### config.mk
export PLATFORM = sky130hd
export DESIGN_NAME = sd_request_arbiter
export DESIGN_NICKNAME = d
export VERILOG_FILES = /design/src/rtl/sd_pkg.sv /design/src/rtl/sd_rr_arbiter.sv /design/src/rtl/sd_request_arbiter.sv
export SDC_FILE = /design/constraint.sdc
export NUM_CORES = 1
export LEC_CHECK = 0
export CAP_MARGIN = 20
export CORE_UTILIZATION = 30
export CTS_BUF_LIST = sky130_fd_sc_hd__clkbuf_16
export DETAILED_ROUTE_END_ITERATION = 12
export PLACE_DENSITY_LB_ADDON = 0.25
export SETUP_SLACK_MARGIN = 0.2
export SYNTH_ARGS = -nofsm -noshare
export SYNTH_HDL_FRONTEND = slang
export SYNTH_SLANG_ARGS = --single-unit
### constraint.sdc
create_clock -name i_clk -period 3.4 [get_ports i_clk]
set_input_delay 0.34 -clock i_clk [delete_from_list [all_inputs] [get_ports i_clk]]
set_output_delay 0.34 -clock i_clk [all_outputs]
set_load 0.02 [all_outputs]
### src/rtl/sd_pkg.sv
// Shared definitions for the SD request arbiter: controller command codes,
// arbiter FSM encoding and the default timeout status byte.
package sd_pkg;

   localparam logic [7:0] CTRL_NOP   = 8'd0;
   localparam logic [7:0] CTRL_READ  = 8'd1;
   localparam logic [7:0] CTRL_WRITE = 8'd2;

   localparam logic [7:0] TIMEOUT_STATUS_DEFAULT = 8'hFF;

   localparam int CNT_W = 24;

   typedef enum logic [1:0] {
      ST_IDLE  = 2'd0,
      ST_ISSUE = 2'd1,
      ST_DONE  = 2'd2,
      ST_GAP   = 2'd3
   } state_t;

   function automatic logic [7:0] op_code(input logic wr);
      return wr ? CTRL_WRITE : CTRL_READ;
   endfunction

endpackage

### src/rtl/sd_rr_arbiter.sv
// Combinational 2-way round-robin picker: a lone requester wins, and on a tie
// the port that was not served last wins. Zero latency, no backpressure.
module sd_rr_arbiter (
   input  logic [1:0] req,
   input  logic       last,
   output logic [1:0] grant,
   output logic       grant_idx
);

   always_comb begin
      grant_idx = 1'b0;
      grant     = 2'b00;
      case (req)
         2'b01:   grant_idx = 1'b0;
         2'b10:   grant_idx = 1'b1;
         2'b11:   grant_idx = ~last;
         default: grant_idx = 1'b0;
      endcase
      if (|req) begin
         grant = grant_idx ? 2'b10 : 2'b01;
      end
   end

endmodule

### src/rtl/sd_request_arbiter.sv
// Shares one sd_card_controller between two sector requesters; ack one cycle after
// a request is seen, command held until status strobe or watchdog, requests ignored while busy.
module sd_request_arbiter
   import sd_pkg::*;
#(
   parameter logic [23:0] TIMEOUT_CYCLES = 24'd2_000_000,
   parameter int unsigned GAP_CYCLES     = 4,
   parameter logic [7:0]  TIMEOUT_STATUS = TIMEOUT_STATUS_DEFAULT
) (
   input  logic        i_clk,
   input  logic        i_rst_n,
   input  logic        i_req0,
   input  logic        i_wr0,
   input  logic [31:0] i_addr0,
   output logic        o_ack0,
   output logic        o_done0,
   input  logic        i_req1,
   input  logic        i_wr1,
   input  logic [31:0] i_addr1,
   output logic        o_ack1,
   output logic        o_done1,
   output logic [7:0]  o_status,
   output logic        o_busy,
   output logic        o_owner,
   output logic [31:0] o_addr,
   output logic [7:0]  o_controlreg,
   input  logic [7:0]  i_statusreg,
   input  logic        i_write_statusreg
);

   localparam int unsigned GAP_M1 = (GAP_CYCLES > 0) ? GAP_CYCLES - 1 : 0;
   localparam logic [CNT_W-1:0] GAP_LAST = GAP_M1[CNT_W-1:0];

   state_t           state_q, state_d;
   logic [CNT_W-1:0] cnt_q, cnt_d, cnt_inc;
   logic             last_q, last_d;
   logic             owner_d;
   logic [31:0]      addr_d;
   logic [7:0]       ctrl_d, status_d;
   logic [1:0]       ack_d, done_d;
   logic [1:0]       grant;
   logic             grant_idx;

   sd_rr_arbiter u_rr (
      .req       ({i_req1, i_req0}),
      .last      (last_q),
      .grant     (grant),
      .grant_idx (grant_idx)
   );

   // One counter serves both the watchdog (ISSUE) and the NOP gap (GAP).
   assign cnt_inc = (cnt_q == '1) ? cnt_q : cnt_q + 24'd1;

   always_comb begin
      state_d  = state_q;
      cnt_d    = cnt_q;
      last_d   = last_q;
      owner_d  = o_owner;
      addr_d   = o_addr;
      ctrl_d   = o_controlreg;
      status_d = o_status;
      ack_d    = 2'b00;
      done_d   = 2'b00;
      case (state_q)
         ST_IDLE: begin
            if (i_req0 || i_req1) begin
               owner_d = grant_idx;
               ack_d   = grant;
               addr_d  = grant_idx ? i_addr1 : i_addr0;
               ctrl_d  = op_code(grant_idx ? i_wr1 : i_wr0);
               cnt_d   = '0;
               state_d = ST_ISSUE;
            end
         end
         ST_ISSUE: begin
            cnt_d = cnt_inc;
            // The strobe is checked first so a real status beats a same-cycle timeout.
            if (i_write_statusreg) begin
               status_d = i_statusreg;
               ctrl_d   = CTRL_NOP;
               done_d   = o_owner ? 2'b10 : 2'b01;
               state_d  = ST_DONE;
            end else if (cnt_inc >= TIMEOUT_CYCLES) begin
               status_d = TIMEOUT_STATUS;
               ctrl_d   = CTRL_NOP;
               done_d   = o_owner ? 2'b10 : 2'b01;
               state_d  = ST_DONE;
            end
         end
         ST_DONE: begin
            last_d  = o_owner;
            cnt_d   = '0;
            state_d = (GAP_CYCLES == 0) ? ST_IDLE : ST_GAP;
         end
         ST_GAP: begin
            if (cnt_q == GAP_LAST) begin
               cnt_d   = '0;
               state_d = ST_IDLE;
            end else begin
               cnt_d = cnt_inc;
            end
         end
         default: state_d = ST_IDLE;
      endcase
   end

   always_ff @(posedge i_clk or negedge i_rst_n) begin
      if (!i_rst_n) begin
         state_q      <= ST_IDLE;
         cnt_q        <= '0;
         last_q       <= 1'b1;
         o_owner      <= 1'b0;
         o_addr       <= '0;
         o_controlreg <= CTRL_NOP;
         o_status     <= '0;
         o_ack0       <= 1'b0;
         o_ack1       <= 1'b0;
         o_done0      <= 1'b0;
         o_done1      <= 1'b0;
         o_busy       <= 1'b0;
      end else begin
         state_q      <= state_d;
         cnt_q        <= cnt_d;
         last_q       <= last_d;
         o_owner      <= owner_d;
         o_addr       <= addr_d;
         o_controlreg <= ctrl_d;
         o_status     <= status_d;
         o_ack0       <= ack_d[0];
         o_ack1       <= ack_d[1];
         o_done0      <= done_d[0];
         o_done1      <= done_d[1];
         o_busy       <= (state_d != ST_IDLE);
      end
   end

endmodule

# Yosys cells after proc, flatten, opt, wreduce, memory -nomap -nowiden
# Cells that the tools add are included.
# W data, S select, Z words.
[totals]
reg_bits = 81
input_bits = 79
output_inout_bits = 54
elab_cells = 60
[classes]
add_sub_neg = 1
magnitude_cmp = 1
n_eq_ne = 9
n_mux = 27
bitwise = 1
n_reduce_logical = 9
[op_table]
columns = ["cell", "n"]
rows = [
  ["$pmux W24 S4", 1],
  ["$mux W24", 3],
  ["$mux W8", 5],
  ["$mux W32", 1],
  ["$mux W2", 13],
  ["$add A24 B1 Y24 const B", 1],
  ["$eq A24 B2 Y1 const B", 1],
  ["$eq A24 B24 Y1 const B", 1],
  ["$ge A24 B21 Y1 const B", 1],
  ["$pmux W8 S2", 1],
  ["$eq A2 B2 Y1 const B", 4],
  ["$pmux W2 S4", 1],
  ["$reduce_bool A2 Y1", 3],
  ["$reduce_and A2 Y1", 2],
  ["$ne A3 B3 Y1 const B", 1],
  ["$reduce_and A3 Y1", 1],
  ["$eq A2 B1 Y1 const B", 1],
  ["$logic_not A2 Y1", 1],
  ["$ne A2 B2 Y1 const B", 1],
  ["$pmux W1 S2", 1],
  ["$reduce_or A2 Y1", 1],
  ["$logic_or A1 B1 Y1", 1],
  ["$mux W1", 1],
  ["$not A1 Y1", 1],
]

# Longest topological paths before layout
[depth]
word_depth = 7
mapped_depth = 9
depth_no_buf = 8

# Hierarchy
# From an unflattened synthesis, not the netlist that was laid out.
[hier_totals]
cells_unflattened = 440
area_unflattened_um2 = 4075.2
[modules_own_cells]
columns = ["mod", "n_inst", "cells_per_inst", "area_each_um2", "seq_area_each_um2"]
rows = [
  ["sd_request_arbiter", 1, 436, 4048.9, 1878.1],
  ["sd_rr_arbiter", 1, 4, 26.3, 0.0],
]

# Worst setup path after synthesis
# No wires, ideal clock.
[synth_timing]
kind = "register to register"
start = "register cnt_q[0]"
end = "register o_status[0]"
setup_ns = 0.124
t_arrival_ns = 2.472
t_required_ns = 3.276
path_slack_ns = 0.804
stages_incl_launch_ff = 10
path_buffers = 1
period_less_slack_ns = 2.596
path_cell_list = "dfrtp_1 ha_1 nand3_1 or4_4 nor4_1 xor2_1 or3_1 clkbuf_2 nor2_1 a21oi_2"
[synth_via]
elab_chain_cells = 5
elab_cells_between_ends = 6
classes_between = "1 x add/sub; 1 x order compare; 1 x eq/ne; 1 x mux; 2 x reduce/logical"
[synth_lines]
columns = ["element", "line_no", "source"]
rows = [
  ["start: declaration", "sd_request_arbiter.sv:35", "logic [CNT_W-1:0] cnt_q, cnt_d, cnt_inc;"],
  ["start signal: assignment", "sd_request_arbiter.sv:123", "cnt_q <= cnt_d;"],
  ["$add A24 B1 Y24 / $eq A24 B24 Y1 (equally long branches)", "sd_request_arbiter.sv:52", "assign cnt_inc = (cnt_q == '1) ? cnt_q : cnt_q + 24'd1;"],
  ["$mux W24 (*)", "sd_request_arbiter.sv:52", ""],
  ["$ge A24 B21 Y1 (*)", "sd_request_arbiter.sv:83", "end else if (cnt_inc >= TIMEOUT_CYCLES) begin"],
  ["$reduce_bool A2 Y1 (no line) (*)", "n/a", ""],
  ["$reduce_and A2 Y1 (no line) (*)", "n/a", ""],
  ["end signal: assignment", "sd_request_arbiter.sv:128", "o_status <= status_d;"],
  ["end: declaration", "sd_request_arbiter.sv:22", "output logic [7:0] o_status,"],
]
# Every way passes the cells marked *; elsewhere a longest branch is shown, timed or not.
# A chain may end at the register's enable or synchronous reset.

# Final worst setup path
[layout_timing]
start = "register cnt_q[1]"
end = "register state_q[0]"
[layout_via]
elab_chain_cells = 6
elab_cells_between_ends = 9
classes_between = "1 x add/sub; 1 x order compare; 2 x eq/ne; 5 x mux"
[layout_lines]
columns = ["element", "line_no", "source"]
rows = [
  ["$add A24 B1 Y24 / $eq A24 B24 Y1 (equally long branches)", "sd_request_arbiter.sv:52", ""],
  ["$mux W24", "sd_request_arbiter.sv:52", ""],
  ["$ge A24 B21 Y1", "sd_request_arbiter.sv:83", ""],
  ["$mux W2", "sd_request_arbiter.sv:83", ""],
  ["$mux W2", "sd_request_arbiter.sv:78", "if (i_write_statusreg) begin"],
  ["$pmux W2 S4 (*)", "sd_request_arbiter.sv:64", "case (state_q)"],
  ["named net state_d[0]", "sd_request_arbiter.sv:34", "state_t state_q, state_d;"],
  ["end signal: assignment", "sd_request_arbiter.sv:122", "state_q <= state_d;"],
  ["end: declaration", "sd_request_arbiter.sv:34", ""],
]
# Mark *: on every way through the listed nets, which the timed path passes. The rest lies on a longest branch.

==> summary.md <==
| Metric | Value |
|---|---|
| Clk sinks | 75 |
| Root Buffer Master | clkbuf_16 |
| Residual DRC | 0 |
| Antenna violations before repair | 0 |
| Clk Latency, worst-skew pair | ~0.33 ns |
| DIE AREA | 14,440 sq um |
| Io pins | between 100 and 150 |
| Ratio of cells with drive above 1 in the final layout | 8.642% |
| Yosys warnings | 0 |
| DR WL met3 | about 520 um |
| Critical R2R Capture | state_q[0] |
| CTS max path bufs | 2 |
| Initial Utilization | 31.15% |
| Met2 WL | 5.730 mm |
| Synth async-reset ratio | 100.0% |
| Main combinational cell family by area after synthesis | simple AND/OR/NAND/NOR gates |
| CP startpoint kind | flip-flop |
| Die width | around 120 um |
| Worst EP required | 3.61 ns |
| Final non-filler cell total | 743 |
| Biggest area consumer among synthesized cells | dfrtp_1 |
| M1 wire length | about 5.2 mm |
| Std-Cell Rows | 42 |
| Port Buf Inserts | 126 |
| Reg2reg start | cnt_q[1] |
| Synth Area in Simple Gates | 20.72% |
| Period utilization | 83.51% |
| Core area | 13,450 sq um |
| Largest net degree at the start of global routing | 76 |
| Synthesized area | around 4200 sq um |
| Synth Instances | 448 |
| Status | complete, no violations |
| Max frequency | 0.3522 GHz |
| Drt pass-1 iters | 4 |
| Mux cell area share after synthesis | 8.898% |
| Ant. Diodes | 0 |
| Routability congestion estimate from global placement | ~0.88 |
| Reg clk slew, reported paths | about 0.06 ns |
| Sum Neg Setup Slack | 0 ns |
| FF-to-FF setup slack | 0.56 ns |
| Routed Antenna Nets | 0 |
| First DRT Iteration DRCs | 199 |
| Top Layer Used | met4 |
| Die height | 120.2 um |
| TritonCTS clock tree | done |
| RSZ-0062 raised after global routing | false |
| XOR/XNOR Fraction of Synth Area | roughly 1.9% |
| Worst reg2reg path depth | 8 |
| Crit path DAT | 3.05 ns |
| Synth Area in Adders | 0.2986% |
| Synthesized area per cell | 9.353 sq um |
| First-pass GRT wire length | 18.42 mm |
| Vias in the first global route | 3,694 |
| Leakage | 2.403 nW |
| Ys flop type | dfrtp_1 |
| Most common cell in the netlist | dfrtp_1 |
| Avg WL per Cell | 15.57 um |
| Worst-margin pin slew | 0.8263 ns |
| Worst VDD drop | 0.2028 mV |
| CTS HTree Levels | 3 |
| Final-report max-slew violation count | 0 |
| DP Cell Count | approximately 730 |
| Synth top area share | 44.19% |
| Crit Path Max Fanout | 6 |
| Hpwl dp | 8.390 mm |
| GRT overflow | 0 |
| Min cycle time layout | 2.839 ns |
| Max-slew headroom | between 40% and 50% |
| Number of vias in the routed layout | about 3,800 |
| Compound-cell area share of the yosys netlist | 18.96% |
| GRT Util Overall | 16.26% |
| Hold Path Class | in2async |
| Final Setup Violations | 0 |
| CTS Buf Count | 9 |
| Max-cap check violation count | 0 |
| Synth area leaders | dfrtp_1, mux2i_1, o21ai_0 |
| WS Path Type | reg2reg |
| Pwr dens | roughly 400 nW/um^2 |
| Synth top cells by count | dfrtp_1, o21ai_0, nand2_1 |
| Vias per inst | about 5.1 |
| Critical path capture point type | flip-flop |
| #FFs+latches synth | 75 |
| EDFF count, synth | 0 |
| Wirelength, routed | approximately 12 mm |
| Final Hold Vio Count | 0 |
| Area Growth Syn to Fin | 41.36% |
| Sequential share of the synthesized area | between 40% and 50% |
| Post-route clock skew | 0.005835 ns |
| Synth unique cells | 61 |
| Layout net count | 643 |
## where the power goes
group	total, mW	internal (mW)	leakage (nW)	switching (mW)
registers	1.06	0.948	0.956	0.112
logic	0.380	0.203	1.31	0.177
clock network	0.941	0.565	0.142	0.376
## flip-flops by register name (all words and copies together) (netlist names)
register and cells:
cnt_q 24, last_q 1, o_ack0 1, o_ack1 1
o_addr 32, o_busy 1, o_controlreg 2, o_done0 1
o_done1 1, o_owner 1, o_status 8, state_q 2
## cell type report
class                   count  area, sq um
multi-input cells         340         2178
well taps                 176        220.2
repair buffers            135         1349
clock buffers               9        225.2
inverters                   2        7.507
fillers                  1365         7530
flip-flops and latches     75         1878
clock inverters             6        65.06
## worst max-delay path: stages (launching register included)
cell	delay (ns)
dfrtp_1	0.41
ha_1	0.28
nand3_1	0.19
or4_4	0.60
nor3_4	0.20
xnor2_1	0.13
a2111oi_4	0.34
o211ai_2	0.22
a311o_1	0.36
## per-layer routing
| metal | up-vias | track usage (%) |
|---|---|---|
| li1 | 1844 | - |
| met2 | 121 | 26.65 |
| met4 | 0 | 5.469 |
| met5 | - | 0 |
| met1 | 1822 | 21.31 |
| met3 | 13 | 3.302 |
## worst max-delay path by stage
stage	start	cells past startpoint	slack [ns]	end
CTS	cnt_q[1]	8	0.44	o_status[6]
global placement	cnt_q[0]	8	0.54	state_q[1]
floorplan	cnt_q[0]	9	0.80	o_status[0]
finish	cnt_q[1]	8	0.56	state_q[0]
detailed placement	cnt_q[0]	8	0.46	o_status[2]
global route	cnt_q[1]	8	0.35	o_status[7]
## what timing repair did
item	CTS	global route
endpoints found under the hold margin	0	17
resized for setup	0	1
setup endpoints to repair	0	9
hold buffers	0	1
buffers inserted	0	0
## logic make-up after synthesis
logic type,count (synthesis)
fa+ha+maj,1
buf+inv,38
other cells,1
flops,75
simple gates,165
xor+xnor,9
compound gates,122
mux,37
## through the flow
| stage | power (mW) | setup slack, ns | hold slack [ns] | util [%] | cell area [sq um] |
|---|---|---|---|---|---|
| after floorplan | 1.279 | 0.8044 | 0.04441 | - | 4209 |
| after global placement | 1.436 | 0.5440 | 0.4645 | 41.55 | 5589 |
| after detailed placement | 1.448 | 0.4593 | 0.4696 | 41.55 | 5589 |
| after CTS | 2.395 | 0.4394 | 0.2183 | 43.70 | 5879 |
| after global routing | 2.497 | 0.3450 | 0.4732 | 44.03 | 5923 |
| final | 2.381 | 0.5608 | 0.4316 | 44.03 | 5923 |
## cells in the final DEF (no fill, tap or decap), drive strengths merged, types with 8 or more instances in the layout
master / instances
buf: 9
nand3: 17
mux2i: 35
nor2b: 10
clkdlybuf4s50: 125
o22ai: 9
nor3: 9
dfrtp: 74
o21ai: 63
nor2: 24
nor4: 8
nand2: 60
clkbuf: 9
o31ai: 10
a21oi: 16
(Power assumes the default switching activity.)
